<file path="src/rtl/fetch_unit_pkg.sv">
// Shared widths, addressing-mode codes and fetch FSM encoding used by fetch and decode.
package fetch_unit_pkg;

  localparam int REG_WIDTH  = 8;
  localparam int ADDR_WIDTH = 16;
  localparam int ZP_PAD     = ADDR_WIDTH - REG_WIDTH;

  // Group-01 addressing-mode field, opcode bits [4:2].
  typedef enum logic [2:0] {
    AM3_X_IND = 3'b000,
    AM3_ZPG   = 3'b001,
    AM3_IMM   = 3'b010,
    AM3_ABS   = 3'b011,
    AM3_IND_Y = 3'b100,
    AM3_ZPG_X = 3'b101,
    AM3_ABS_Y = 3'b110,
    AM3_ABS_X = 3'b111
  } am3_e;

  typedef enum logic [2:0] {
    FETCH_OP = 3'd0,
    OPER_LO  = 3'd1,
    OPER_HI  = 3'd2,
    PTR_LO   = 3'd3,
    PTR_HI   = 3'd4,
    CALC     = 3'd5,
    READY    = 3'd6
  } fetch_state_e;

endpackage

</file>
<file path="src/rtl/fetch_unit_if.sv">
// Memory read port and decoder handshake of the fetch stage; master = fetch_unit.
interface fetch_unit_if;
  import fetch_unit_pkg::*;

  logic [ADDR_WIDTH-1:0] mem_addr;
  logic                  mem_rd;
  logic [REG_WIDTH-1:0]  mem_data;
  logic                  mem_valid;
  logic [REG_WIDTH-1:0]  x_in;
  logic [REG_WIDTH-1:0]  y_in;
  logic                  pc_load;
  logic [ADDR_WIDTH-1:0] pc_in;
  logic                  instruction_done;
  logic [REG_WIDTH-1:0]  instruction;
  logic [ADDR_WIDTH-1:0] addr;
  logic                  instruction_ready;
  logic [ADDR_WIDTH-1:0] pc_out;

  modport master (
    output mem_addr, mem_rd, instruction, addr, instruction_ready, pc_out,
    input  mem_data, mem_valid, x_in, y_in, pc_load, pc_in, instruction_done
  );

  modport slave (
    input  mem_addr, mem_rd, instruction, addr, instruction_ready, pc_out,
    output mem_data, mem_valid, x_in, y_in, pc_load, pc_in, instruction_done
  );

endinterface

</file>
<file path="src/rtl/fetch_unit_ea_calc.sv">
// Combinational effective-address adder and zero-page pointer with page-0 wrap.
module fetch_unit_ea_calc
  import fetch_unit_pkg::*;
(
  input  am3_e                  mode,
  input  logic [REG_WIDTH-1:0]  op_lo,
  input  logic [REG_WIDTH-1:0]  op_hi,
  input  logic [REG_WIDTH-1:0]  ptr_lo,
  input  logic [REG_WIDTH-1:0]  ptr_hi,
  input  logic [REG_WIDTH-1:0]  x,
  input  logic [REG_WIDTH-1:0]  y,
  input  logic [ADDR_WIDTH-1:0] oper_addr,
  output logic [REG_WIDTH-1:0]  zp_ptr,
  output logic [ADDR_WIDTH-1:0] ea
);

  logic [REG_WIDTH-1:0]  zp_x;
  logic [ADDR_WIDTH-1:0] abs_base;
  logic [ADDR_WIDTH-1:0] ind_base;

  // Sums are kept at REG_WIDTH so page-zero indexing never carries into page 1.
  assign zp_x     = op_lo + x;
  assign zp_ptr   = (mode == AM3_X_IND) ? zp_x : op_lo;
  assign abs_base = {op_hi, op_lo};
  assign ind_base = {ptr_hi, ptr_lo};

  always_comb begin
    ea = '0;
    case (mode)
      AM3_X_IND: ea = ind_base;
      AM3_ZPG:   ea = {{ZP_PAD{1'b0}}, op_lo};
      AM3_IMM:   ea = oper_addr;
      AM3_ABS:   ea = abs_base;
      AM3_IND_Y: ea = ind_base + {{ZP_PAD{1'b0}}, y};
      AM3_ZPG_X: ea = {{ZP_PAD{1'b0}}, zp_x};
      AM3_ABS_Y: ea = abs_base + {{ZP_PAD{1'b0}}, y};
      AM3_ABS_X: ea = abs_base + {{ZP_PAD{1'b0}}, x};
      default:   ea = '0;
    endcase
  end

endmodule

</file>
<file path="src/rtl/fetch_unit.sv">
// 6502 fetch/effective-address stage: reads opcode, operands and pointers, presents instruction+addr.
// ZPG ready 4 cycles after opcode read (ABS 5, indirect 6); every read stalls until mem_valid.
module fetch_unit
  import fetch_unit_pkg::*;
#(
  parameter logic [ADDR_WIDTH-1:0] RESET_PC = 16'h0600
) (
  input  logic         clk,
  input  logic         reset_n,
  fetch_unit_if.master bus
);

  fetch_state_e          state, state_nxt;
  logic                  rd_armed;
  logic                  xfer;
  logic                  mem_req;
  logic [ADDR_WIDTH-1:0] req_addr;
  logic [ADDR_WIDTH-1:0] pc, pc_inc, oper_addr, addr_q, ea;
  logic [REG_WIDTH-1:0]  instr_q, op_lo, op_hi, ptr_lo, ptr_hi;
  logic [REG_WIDTH-1:0]  zp_ptr, zp_ptr_q, zp_ptr_inc;
  am3_e                  mode;

  assign mode       = am3_e'(instr_q[4:2]);
  assign pc_inc     = pc + ADDR_WIDTH'(1);
  assign zp_ptr_inc = zp_ptr_q + REG_WIDTH'(1);
  // rd_armed holds the read port idle for the first cycle out of reset.
  assign xfer       = rd_armed && bus.mem_valid;

  fetch_unit_ea_calc u_ea_calc (
    .mode      (mode),
    .op_lo     (op_lo),
    .op_hi     (op_hi),
    .ptr_lo    (ptr_lo),
    .ptr_hi    (ptr_hi),
    .x         (bus.x_in),
    .y         (bus.y_in),
    .oper_addr (oper_addr),
    .zp_ptr    (zp_ptr),
    .ea        (ea)
  );

  always_comb begin
    state_nxt = state;
    mem_req   = 1'b0;
    req_addr  = '0;
    case (state)
      FETCH_OP: begin
        mem_req  = rd_armed;
        req_addr = rd_armed ? pc : '0;
        if (xfer) state_nxt = OPER_LO;
      end
      OPER_LO: begin
        mem_req  = rd_armed;
        req_addr = pc;
        if (xfer) begin
          case (mode)
            AM3_IMM, AM3_ZPG, AM3_ZPG_X:  state_nxt = CALC;
            AM3_ABS, AM3_ABS_X, AM3_ABS_Y: state_nxt = OPER_HI;
            default:                       state_nxt = PTR_LO;
          endcase
        end
      end
      OPER_HI: begin
        mem_req  = rd_armed;
        req_addr = pc;
        if (xfer) state_nxt = CALC;
      end
      PTR_LO: begin
        mem_req  = rd_armed;
        req_addr = {{ZP_PAD{1'b0}}, zp_ptr};
        if (xfer) state_nxt = PTR_HI;
      end
      PTR_HI: begin
        mem_req  = rd_armed;
        req_addr = {{ZP_PAD{1'b0}}, zp_ptr_inc};
        if (xfer) state_nxt = CALC;
      end
      CALC:    state_nxt = READY;
      READY:   if (bus.instruction_done) state_nxt = FETCH_OP;
      default: state_nxt = FETCH_OP;
    endcase
  end

  always_ff @(posedge clk) begin
    if (!reset_n) begin
      state     <= FETCH_OP;
      rd_armed  <= 1'b0;
      pc        <= RESET_PC;
      instr_q   <= '0;
      op_lo     <= '0;
      op_hi     <= '0;
      ptr_lo    <= '0;
      ptr_hi    <= '0;
      zp_ptr_q  <= '0;
      oper_addr <= '0;
      addr_q    <= '0;
    end else begin
      state    <= state_nxt;
      rd_armed <= 1'b1;
      case (state)
        FETCH_OP: if (xfer) begin
          instr_q <= bus.mem_data;
          pc      <= pc_inc;
        end
        OPER_LO: if (xfer) begin
          op_lo     <= bus.mem_data;
          oper_addr <= pc;
          pc        <= pc_inc;
        end
        OPER_HI: if (xfer) begin
          op_hi <= bus.mem_data;
          pc    <= pc_inc;
        end
        PTR_LO: if (xfer) begin
          ptr_lo   <= bus.mem_data;
          zp_ptr_q <= zp_ptr;
        end
        PTR_HI:  if (xfer) ptr_hi <= bus.mem_data;
        CALC:    addr_q <= ea;
        READY:   if (bus.pc_load) pc <= bus.pc_in;
        default: ;
      endcase
    end
  end

  assign bus.mem_rd            = mem_req;
  assign bus.mem_addr          = req_addr;
  assign bus.instruction       = instr_q;
  assign bus.addr              = addr_q;
  assign bus.instruction_ready = (state == READY);
  assign bus.pc_out            = pc;

endmodule

</file>
<file path="src/flat_wrapper.sv">
// flat-port wrapper written by rule: the top's interface ports become plain ports
module fetch_unit_flat import fetch_unit_pkg::*;
#(
  parameter logic [ADDR_WIDTH-1:0] RESET_PC = 16'h0600
)
  (clk, reset_n, bus_mem_addr, bus_mem_rd, bus_instruction, bus_addr, bus_instruction_ready, bus_pc_out, bus_mem_data, bus_mem_valid, bus_x_in, bus_y_in, bus_pc_load, bus_pc_in, bus_instruction_done);
  fetch_unit_if bus_i ();
  input  logic clk;
  input  logic reset_n;
  output wire logic [$bits(bus_i.mem_addr)-1:0] bus_mem_addr;
  output wire logic [$bits(bus_i.mem_rd)-1:0] bus_mem_rd;
  output wire logic [$bits(bus_i.instruction)-1:0] bus_instruction;
  output wire logic [$bits(bus_i.addr)-1:0] bus_addr;
  output wire logic [$bits(bus_i.instruction_ready)-1:0] bus_instruction_ready;
  output wire logic [$bits(bus_i.pc_out)-1:0] bus_pc_out;
  input wire logic [$bits(bus_i.mem_data)-1:0] bus_mem_data;
  input wire logic [$bits(bus_i.mem_valid)-1:0] bus_mem_valid;
  input wire logic [$bits(bus_i.x_in)-1:0] bus_x_in;
  input wire logic [$bits(bus_i.y_in)-1:0] bus_y_in;
  input wire logic [$bits(bus_i.pc_load)-1:0] bus_pc_load;
  input wire logic [$bits(bus_i.pc_in)-1:0] bus_pc_in;
  input wire logic [$bits(bus_i.instruction_done)-1:0] bus_instruction_done;
  assign bus_mem_addr = bus_i.mem_addr;
  assign bus_mem_rd = bus_i.mem_rd;
  assign bus_instruction = bus_i.instruction;
  assign bus_addr = bus_i.addr;
  assign bus_instruction_ready = bus_i.instruction_ready;
  assign bus_pc_out = bus_i.pc_out;
  assign bus_i.mem_data = bus_mem_data;
  assign bus_i.mem_valid = bus_mem_valid;
  assign bus_i.x_in = bus_x_in;
  assign bus_i.y_in = bus_y_in;
  assign bus_i.pc_load = bus_pc_load;
  assign bus_i.pc_in = bus_pc_in;
  assign bus_i.instruction_done = bus_instruction_done;
  fetch_unit #(.RESET_PC(RESET_PC)) u_core (.clk(clk), .reset_n(reset_n), .bus(bus_i));
endmodule
</file>
<file path="config.mk">
export PLATFORM = sky130hd
export DESIGN_NAME = fetch_unit_flat
export DESIGN_NICKNAME = d
export VERILOG_FILES = /design/src/rtl/fetch_unit_pkg.sv /design/src/rtl/fetch_unit_if.sv /design/src/rtl/fetch_unit_ea_calc.sv /design/src/rtl/fetch_unit.sv /design/src/flat_wrapper.sv
export SDC_FILE = /design/constraint.sdc
export NUM_CORES = 1
export LEC_CHECK = 0
export ABC_AREA = 1
export CORE_ASPECT_RATIO = 1.75
export CORE_MARGIN = 5
export CORE_UTILIZATION = 25
export DETAILED_ROUTE_END_ITERATION = 6
export HOLD_SLACK_MARGIN = 0.15
export SLEW_MARGIN = 5
export SYNTH_ARGS = -nofsm -noshare
export SYNTH_HDL_FRONTEND = slang
export SYNTH_SLANG_ARGS = --single-unit
</file>
<file path="constraint.sdc">
create_clock -name clk -period 3.1 [get_ports clk]
set_clock_uncertainty 0.15 [all_clocks]
set_input_delay 0.775 -clock clk [delete_from_list [all_inputs] [get_ports clk]]
set_output_delay 0.775 -clock clk [all_outputs]
set_load 0.02 [all_outputs]
</file>
==> results of run 1 <==
cell families after synthesis:
family / share of synthesized area
buffers and inverters: 0.117
AO/OA/AOI/OAI: 0.204
adder cells (fa/ha/maj): 0.0584
AND/OR/NAND/NOR: 0.300
XOR/XNOR: 0.0141
flip-flops: 0.294
multiplexers: 0.0130
layout make-up:
type	count	area, um^2	share of cell area
inverters	154	578	0.0630
flip-flops and latches	100	2010	0.219
well taps	369	462	0.0503
multi-input cells	762	4240	0.462
clock buffers	9	225	0.0246
clock inverters	7	96.3	0.0105
repair buffers	178	1570	0.171
state kept, by name, indices dropped and copies added (netlist names):
| register | cells |
|---|---|
| u_core.oper_addr | 16 |
| u_core.bus.instruction | 8 |
| u_core.op_hi | 8 |
| u_core.zp_ptr_q | 8 |
| u_core.rd_armed | 1 |
| u_core.op_lo | 8 |
| u_core.state | 3 |
| u_core.ptr_hi | 8 |
| u_core.ptr_lo | 8 |
| u_core.bus.addr | 16 |
| u_core.bus.pc_out | 16 |
per-layer routing:
| metal | vias up | GRT usage | part of all wire |
|---|---|---|---|
| li1 | 3787 | - | - |
| met1 | 3429 | 0.177 | 0.37 |
| met2 | 177 | 0.339 | 0.54 |
| met3 | 59 | 0.0291 | 0.034 |
| met4 | 0 | 0.0863 | 0.047 |
| met5 | - | 0 | 0 |
power groups by stage:
stage | registers [mW] | clock network (mW) | logic, mW
floorplan | 1.37 | 0 | 0.295
global placement | 1.36 | 0 | 0.595
detailed placement | 1.36 | 0 | 0.596
CTS | 1.33 | 1.29 | 0.612
global route | 1.34 | 1.33 | 0.692
finish | 1.34 | 1.25 | 0.632
worst min path at each step:
stage	startpoint	to
after global placement	u_core.bus.addr[11]	u_core.bus.addr[11]
final	u_core.bus.addr[9]	u_core.bus.addr[9]
after global routing	u_core.bus.addr[13]	u_core.bus.addr[13]
after CTS	u_core.bus.addr[9]	u_core.bus.addr[9]
after floorplan	u_core.ptr_lo[0]	u_core.ptr_lo[0]
after detailed placement	u_core.bus.addr[9]	u_core.bus.addr[9]
metrics by stage:
stage	cells	power [mW]	setup slack [ns]	area, um^2	util
2_1_floorplan	1053	1.67	0.0538	6820	-
3_3_place_gp	1560	1.96	-1.05	8620	0.318
3_5_place_dp	1560	1.96	-1.05	8620	0.318
4_1_cts	1578	3.23	-0.158	9070	0.334
5_1_grt	1579	3.36	-0.152	9170	0.338
6_report	1579	3.22	-0.0644	9170	0.338
repair_timing:
item / 4_1_cts / 5_1_grt
setup buffers: 2 / 2
resized for setup: 96 / 39
endpoints found under the setup margin: 16 / 11
pin swaps: 17 / 21
tightest hold or removal path, delay by kind of cell (launching register included):
| kind | cells | cell delay, ns |
|---|---|---|
| flip-flops | 1 | 0.31 |
| AND/OR/NAND/NOR | 1 | 0.06 |
| AO/OA/AOI/OAI | 1 | 0.05 |
cells in the final DEF, fill, tap and decap left out, types with 6 or more instances in the layout:
cell type	n
a21oi_1	94
buf_4	79
clkbuf_16	9
clkdlybuf4s50_1	76
dfxtp_1	98
dlygate4sd2_1	8
ha_1	20
ha_4	7
inv_1	146
inv_2	7
mux2_2	7
nand2_1	212
nand2_2	13
nand3_1	88
nand3_2	9
nand3b_1	8
nand4_1	16
nor2_1	80
nor2_4	9
nor3_1	9
o211ai_1	8
o21ai_0	110
o21ai_1	8
xor2_1	6
==> flow_summary_export.csv, run 1 <==
group,metric,value,unit
floorplanning,core,0.0271,mm^2
cts,cts_root_buf,"clkbuf_16",
grt,grt_max_degree,65,
timing,holdWs,0.316,ns
setup_path,timing.critical_path.arrival,2.24,ns
setup_path,start_kind,"input pin",
cts,cts_max_level,3,
synthesis,synth_flop_cell,"dfxtp_1",
setup_path,r2r_end,"u_core.bus.addr[10]",
routing,drtIter0Drc,390,
setup_path,r2r-start,"u_core.bus.instruction[3]",
cells_and_area,syn_to_final_growth,34.6,%
timing,fmax,316,MHz
cells_and_area,n_antenna_cell,0,
cts,clockBufferDepth,2,
setup_path,cp_num_cells,10,
setup_path,reg2reg_slack,0.29,ns
synthesis,ys_warn_count,0,
hold_path,hold_path_class,"register to register",
grt,antenna_found_initial,0,
synthesis,yosysMostFrequentCell,"nand2_1",
timing,slew_violations,0,
synthesis,synthTopCellsByArea,"dfxtp_1 (29%), nand2_1 (12%), o21ai_0 (8.4%)",
routing,antenna_left,0,
hold_path,min_path_cells,2,
synthesis,netlist_area,0.00682,mm^2
timing,min_period_over_period,1.02,
cts,cts_tree,"yes",
routing,drc,0,
timing,post-route-worst-setup-slack,-0.0644,ns
grt,overflow,0,
cts,clock_latency,0.38,ns
timing,fin_crit,3.16,ns
pwr,clkPwrFrac,0.389,
cells_and_area,drive_gt1_frac,0.155,
timing,worst_pin_slew,0.746,ns
synthesis,synth_edf_count,0,
cts,clkTransAtPathRegs,0.07,ns
pwr,power_density,351,mW/mm^2
pwr,p_comb_frac,0.196,
place,portBuffers,102,
synthesis,synth_top_area_frac,0.294,
setup_path,path_delay_family,"adder cells",
synthesis,syn_inst,1053,
routing,routed_wl,27.0,mm
synthesis,synth_common_cells,"nand2_1 (221), inv_1 (147), o21ai_0 (114)",
pwr,p_int,2.22,mW
floorplanning,rows,80,
cts,cts_inserted_buffers,9,
pwr,netSwitchingFraction,0.312,
grt,grt_pass1_vias,7639,
place,gp_congestion,0.933,
setup_path,cp_cell_sequence,"buf_8, ha_4, fa_2, nand3_2, nand2_2, xnor2_2, o21ai_2, nand2_1, o211ai_1, buf_4",
floorplanning,die-area,0.0308,mm^2
timing,finalSetupTns,-0.130,ns
routing,routedWlPerCell,17.1,um
setup_path,worstSetupEndpointType,"output port",
cells_and_area,fill_cells,3008,
floorplanning,die_w,135,um
timing,slew-limit-headroom,0.500,
setup_path,crit_end,"bus_mem_addr[4]",
cts,cts_hold_buf,0,
routing,drtPass1Iterations,5,
synthesis,ys_types,52,
outcome,violations,"negative setup slack",
routing,via_per_inst,4.72,
routing,vias,7452,
floorplanning,die_y,228,um
cts,numClockSinks,100,
setup_path,max_stage_delay,0.39,ns
setup_path,critical_path_buf_inv_count,2,
synthesis,seq_area_frac_synth,0.294,
grt,grt_use_total,0.176,
setup_path,cp_slowest_cell,"fa_2",
setup_path,path_class,"input pin to output port",
setup_path,critical_path_required,2.17,ns
pwr,share_seq_of_total_power,0.415,
flow_run,maxCapViolations,0,
pwr,vdd_drop_max,0.205,mV
synthesis,async_flop_share,0,
floorplanning,initial_core_util,0.251,
outcome,status,"complete, but fails checks",
grt,grt_pass1_wl,42.0,mm
setup_path,reg2reg_depth,17,
setup_path,crit_fanout,3,
timing,setup_violations,4,
timing,finalHoldViolations,0,
place,dp_hpwl,21.8,mm
floorplanning,io_pins,103,
synthesis,syn_avg_cell_area,6.47,um^2
cells_and_area,fin_nets,1280,
pwr,p_leak,4.14,nW
synthesis,synth_top_cell_by_area,"dfxtp_1",
setup_path,startpoint,"bus_x_in[0]",
synthesis,synth_nets,1128,
synthesis,ys_seq_elements,100,
timing,rsz0062_at_grt,"yes",
pwr,p_switching,1.00,mW
(Power assumes the default switching activity.)
==> inputs of run 2 (changes only) <==
- CORE_UTILIZATION: 25 -> 50
- PLACE_DENSITY: default -> 0.75
==> run 2 against run 1 <==
Clock power is essentially flat. Critical endpoint unchanged. Largest power group unchanged. Die area down 48%. Wire length decreased by 18%. Worst setup slack improved by 0.018 ns. The run still ends with negative setup slack left. Utilization grew 32 points. Critical path depth unchanged. Critical path type unchanged. Clock-buffer cell count unchanged. Register-to-register slack got worse by 0.09 ns.
==> flow_summary_export.csv, run 2 (synthesized netlist as in run 1, its figures left out) <==
group,metric,value,unit
grt,grt_pass1_vias,7161,
cts,cts_max_level,3,
place,dp_cells,1345,
cells_and_area,layout.cells.non_filler,1364,
setup_path,critical_path_required,2.17,ns
timing,post-route-worst-setup-slack,-0.0467,ns
routing,via_per_inst,5.36,
setup_path,crit_fanout,3,
grt,grt_pass1_wl,35.5,mm
timing,fin_crit,3.15,ns
pwr,clkPwrFrac,0.386,
place,dp_hpwl,17.5,mm
pwr,p_switching,0.948,mW
cells_and_area,final_common_cell,"nand2_1",
outcome,status,"complete, but fails checks",
setup_path,timing.critical_path.arrival,2.22,ns
cts,cts_root_buf,"clkbuf_16",
cells_and_area,fin_nets,1260,
floorplanning,initial_core_util,0.509,
cells_and_area,design_area,0.00879,mm^2
setup_path,max_stage_delay,0.38,ns
floorplanning,rows,56,
cells_and_area,drive_gt1_frac,0.138,
cells_and_area,n_antenna_cell,0,
setup_path,cp_cell_sequence,"buf_8, ha_4, fa_2, nand3_2, nand2_2, xnor2_2, o21ai_2, nand2_1, o211ai_1, buf_4",
cts,cts_hold_buf,0,
timing,slew_violations,0,
cts,clockBufferDepth,2,
timing,min_period_over_period,1.02,
floorplanning,core,0.0134,mm^2
flow_run,maxCapViolations,0,
floorplanning,die-area,0.0162,mm^2
routing,routed_wl,22.2,mm
setup_path,start_kind,"input pin",
floorplanning,die_y,164,um
timing,finalHoldViolations,0,
place,placed_area,0.00825,mm^2
routing,routedWlPerCell,16.3,um
cells_and_area,final_cell_mix,"nand2_1 (216), inv_1 (146), o21ai_0 (110)",
cts,clock_latency,0.35,ns
grt,grt_use_total,0.275,
pwr,power_density,359,mW/mm^2
routing,vias,7308,
pwr,p_leak,4.03,nW
grt,antenna_found_initial,0,
pwr,vdd_drop_max,0.241,mV
pwr,p_comb_frac,0.192,
routing,drc,0,
setup_path,cp_slowest_cell,"fa_2",
cts,numClockSinks,100,
place,gp_congestion,0.928,
setup_path,path_class,"input pin to output port",
routing,antenna_left,0,
floorplanning,io_pins,103,
setup_path,critical_path_buf_inv_count,2,
outcome,violations,"negative setup slack",
timing,rsz0062_at_grt,"yes",
place,portBuffers,102,
cts,cts_tree,"yes",
setup_path,worstSetupEndpointType,"output port",
grt,overflow,0,
pwr,share_seq_of_total_power,0.423,
timing,worst_pin_slew,0.672,ns
timing,setup_violations,1,
pwr,netSwitchingFraction,0.300,
cells_and_area,fill_cells,1274,
floorplanning,die_w,98.3,um
routing,drtIter0Drc,448,
hold_path,hold_path_class,"register to register",
cells_and_area,syn_to_final_growth,29.0,%
timing,fmax,318,MHz
pwr,p_int,2.21,mW
grt,grt_max_degree,65,
cts,cts_inserted_buffers,9,
setup_path,path_delay_family,"adder cells",
timing,slew-limit-headroom,0.552,
routing,drtPass1Iterations,5,
cts,clkTransAtPathRegs,0.07,ns
[run 2: cell types whose count changed in the layout (fill, tap and decap cells not counted), moves of 4 or more]
cell and delta:
buf_4 -20, clkdlybuf4s50_1 +4, dlygate4sd2_1 -4, nand2_1 +4
[run 2: through the flow]
stage	TNS (ns)	power, mW	setup slack, ns	hold WS [ns]	util
floorplan	0	1.67	0.0538	0.298	-
global placement	-8.05	1.92	-1.02	0.300	0.616
detailed placement	-7.84	1.93	-1.02	0.304	0.616
CTS	-0.318	3.15	-0.128	0.315	0.650
global route	-0.341	3.29	-0.126	0.331	0.657
finish	-0.0467	3.16	-0.0467	0.313	0.657
[run 2: path summary, 6_finish.rpt]
kind                        startpoint                  to  slack, ns  cells past startpoint
max                        bus_x_in[0]     bus_mem_addr[4]      -0.05                     10
min                 u_core.bus.addr[7]  u_core.bus.addr[7]       0.31                      2
max reg2reg  u_core.bus.instruction[4]  u_core.bus.addr[4]       0.20                     17
min reg2reg         u_core.bus.addr[7]  u_core.bus.addr[7]       0.31                      2
[run 2: worst register-to-register path, stage by stage (launching register included)]
cell and delay (ns):
dfxtp_1 0.43, nand2_1 0.10, inv_1 0.09, nand2_2 0.13
buf_4 0.19, mux2_2 0.30, ha_1 0.30, nand2_1 0.09
nand2_1 0.09, inv_1 0.06, o21ai_0 0.07, buf_4 0.15
buf_4 0.13, a21oi_1 0.10, o21ai_0 0.10, nand4_1 0.13
nand3_1 0.09, a21oi_1 0.13
[run 2: final cells by class]
cell class | count | area [um^2] | area share
Tap cell | 174 | 218 | 0.0248
Multi-Input combinational cell | 762 | 4230 | 0.481
Timing Repair Buffer | 158 | 1440 | 0.164
Sequential cell | 100 | 2010 | 0.228
Inverter | 154 | 578 | 0.0657
Clock inverter | 7 | 92.6 | 0.0105
Clock buffer | 9 | 225 | 0.0256
[run 2: repair_timing]
action,CTS,global route
setup buffers,2,2
setup endpoints to repair,9,14
gates resized for setup,92,36
pin swaps,16,19
hold endpoints to repair,0,0
[run 2: layer usage]
metal | up-vias | GRT usage | routed length [um]
met3 | 40 | 0.0313 | 838
met5 | - | 0 | 0
met2 | 192 | 0.525 | 11800
met4 | 0 | 0.120 | 797
li1 | 3744 | - | -
met1 | 3332 | 0.304 | 8800
[run 2: power by group through the flow]
stage	Clock, mW	Combinational (mW)	Sequential (mW)
after floorplan	0	0.295	1.37
after global routing	1.29	0.656	1.34
after CTS	1.24	0.584	1.33
final	1.22	0.605	1.33
after detailed placement	0	0.565	1.36
after global placement	0	0.564	1.36
==> inputs of run 3 (changes only) <==
- ABC_CLOCK_PERIOD_IN_PS: default -> 3100
- GPL_ROUTABILITY_DRIVEN: default -> 0
- TNS_END_PERCENT: default -> 1
==> run 3 against run 2 <==
The run still ends with negative setup slack left. Register-to-register slack improved by 0.04 ns. Sequential share of layout area increased by 0.27 points. First-iteration DRC count grew 6.3%. Clock-buffer cell count rose by 2. Combinational power fell by 4.1%. Power down 3.0%. Largest power group unchanged.
==> flow_summary_export.csv, run 3 (synthesized netlist as in run 1, its figures left out) <==
group,metric,value,unit
grt,grt_pass1_wl,35.2,mm
setup_path,timing.critical_path.arrival,2.24,ns
cells_and_area,final_core_util,0.649,
outcome,violations,"negative setup slack",
timing,rsz0062_at_grt,"yes",
routing,antenna_left,0,
setup_path,reg2reg_slack,0.24,ns
cts,clockBufferDepth,2,
routing,drtPass1Iterations,5,
cts,cts_inserted_buffers,9,
pwr,clkPwrFrac,0.375,
cells_and_area,drive_gt1_frac,0.132,
timing,slew_violations,0,
routing,vias,7493,
grt,grt_pass1_vias,7344,
timing,fmax,316,MHz
pwr,share_seq_of_total_power,0.436,
setup_path,cp_slowest_cell,"or2_4",
floorplanning,die_y,164,um
setup_path,cp_cell_sequence,"buf_8, ha_4, buf_4, buf_4, nand4_1, nand3_2, or2_4, nand3_2, nand2_2, a21oi_2, o21ai_1, buf_4",
pwr,vdd_drop_max,0.312,mV
setup_path,reg2reg_depth,17,
timing,post-route-worst-setup-slack,-0.0651,ns
setup_path,critical_path_required,2.17,ns
cells_and_area,n_antenna_cell,0,
setup_path,startpoint,"bus_x_in[0]",
cells_and_area,final_common_cell,"nand2_1",
cells_and_area,syn_to_final_growth,27.5,%
cts,cts_hold_buf,0,
pwr,netSwitchingFraction,0.299,
outcome,status,"complete, but fails checks",
timing,min_period_over_period,1.02,
floorplanning,die_w,98.3,um
place,dp_hpwl,17.2,mm
cells_and_area,layout.cells.non_filler,1366,
routing,routedWlPerCell,16.1,um
timing,setup_violations,5,
setup_path,crit_fanout,2,
timing,fin_crit,3.17,ns
pwr,p_leak,4.00,nW
routing,drtIter0Drc,476,
pwr,p_int,2.15,mW
grt,grt_max_degree,48,
cells_and_area,regArea,0.00201,mm^2
floorplanning,rows,56,
cells_and_area,fin_nets,1262,
floorplanning,initial_core_util,0.509,
routing,routed_wl,22.0,mm
grt,antenna_found_initial,0,
cts,cts_max_level,3,
cells_and_area,final_cell_mix,"nand2_1 (216), inv_1 (146), o21ai_0 (110)",
place,dp_cells,1349,
setup_path,start_kind,"input pin",
floorplanning,core,0.0134,mm^2
timing,slew-limit-headroom,0.568,
setup_path,path_class,"input pin to output port",
routing,drc,0,
setup_path,r2r-start,"u_core.bus.instruction[4]",
place,portBuffers,102,
pwr,p_comb_frac,0.190,
flow_run,maxCapViolations,0,
pwr,p_switching,0.914,mW
cts,cts_tree,"yes",
timing,finalSetupTns,-0.190,ns
cts,numClockSinks,100,
cts,clkTransAtPathRegs,0.08,ns
grt,grt_use_total,0.272,
timing,worst_pin_slew,0.648,ns
pwr,power_density,352,mW/mm^2
cells_and_area,multi_input_area,0.00417,mm^2
setup_path,worstSetupEndpointType,"output port",
cells_and_area,fill_cells,1237,
setup_path,max_stage_delay,0.27,ns
cells_and_area,design_area,0.00869,mm^2
place,placed_area,0.00826,mm^2
setup_path,crit_end,"bus_mem_addr[5]",
routing,via_per_inst,5.49,
timing,finalHoldViolations,0,
cts,clock_latency,0.36,ns
setup_path,r2r_end,"u_core.bus.addr[15]",
grt,overflow,0,
setup_path,critPathMostFrequentCell,"buf_4",
cts,cts_root_buf,"clkbuf_16",
floorplanning,io_pins,103,
floorplanning,die-area,0.0162,mm^2
hold_path,hold_path_class,"register to register",
-- run 3: cell types whose count changed in the layout (fill, tap and decap cells not counted), moves of 2 or more --
cell	change
nand3_2	-2
dlygate4sd2_1	-3
clkbuf_8	+2
inv_8	-2
buf_6	-4
nand3_1	+2
buf_4	+3
buf_2	+4
clkdlybuf4s50_1	+2
-- run 3: layout make-up --
type                            count  area share
Inverter                          154      0.0665
Timing Repair Buffer              160       0.164
Sequential cell                   100       0.231
Multi-Input combinational cell    762       0.480
Tap cell                          174      0.0251
Clock buffer                       11      0.0291
Clock inverter                      5     0.00504
-- run 3: what timing repair did --
item | CTS | global route
buffers inserted | 1 | 0
pin swaps | 11 | 12
gates resized for setup | 88 | 18
endpoints found under the setup margin | 8 | 23
-- run 3: through the flow --
| stage | hold WS (ns) | worst slack [ns] | total power, mW |
|---|---|---|---|
| 2_1_floorplan | 0.298 | 0.0538 | 1.67 |
| 4_1_cts | 0.316 | -0.0893 | 3.07 |
| 3_5_place_dp | 0.304 | -1.01 | 1.92 |
| 5_1_grt | 0.331 | -0.135 | 3.18 |
| 6_report | 0.314 | -0.0651 | 3.06 |
| 3_3_place_gp | 0.301 | -1.03 | 1.91 |
-- run 3: power groups by stage --
stage	combinational, mW	sequential, mW	clock, mW
3_5_place_dp	0.553	1.36	0
3_3_place_gp	0.550	1.36	0
6_report	0.580	1.33	1.15
4_1_cts	0.571	1.33	1.16
2_1_floorplan	0.295	1.37	0
5_1_grt	0.630	1.34	1.21
-- run 3: critical path, delay by kind of cell --
| kind | cells | cell delay [ns] |
|---|---|---|
| adders and majority gates | 1 | 0.15 |
| buffers and inverters | 4 | 0.51 |
| and+or+nand+nor | 5 | 0.58 |
| AOI/OAI and AO/OA | 2 | 0.21 |
-- run 3: how the worst min path moves through the flow --
stage	from	cells after the start	end
5_1_grt	u_core.bus.addr[2]	2	u_core.bus.addr[2]
3_3_place_gp	u_core.bus.addr[6]	2	u_core.bus.addr[6]
6_report	u_core.bus.addr[13]	2	u_core.bus.addr[13]
3_5_place_dp	u_core.bus.addr[13]	2	u_core.bus.addr[13]
4_1_cts	u_core.bus.addr[13]	2	u_core.bus.addr[13]
2_1_floorplan	u_core.ptr_lo[0]	2	u_core.ptr_lo[0]
-- run 3: layer usage --
metal	GRT usage	up-vias	part of all wire
li1	-	3747	-
met1	0.286	3364	0.37
met2	0.498	283	0.50
met3	0.0456	99	0.058
met4	0.172	0	0.067
met5	0	-	0
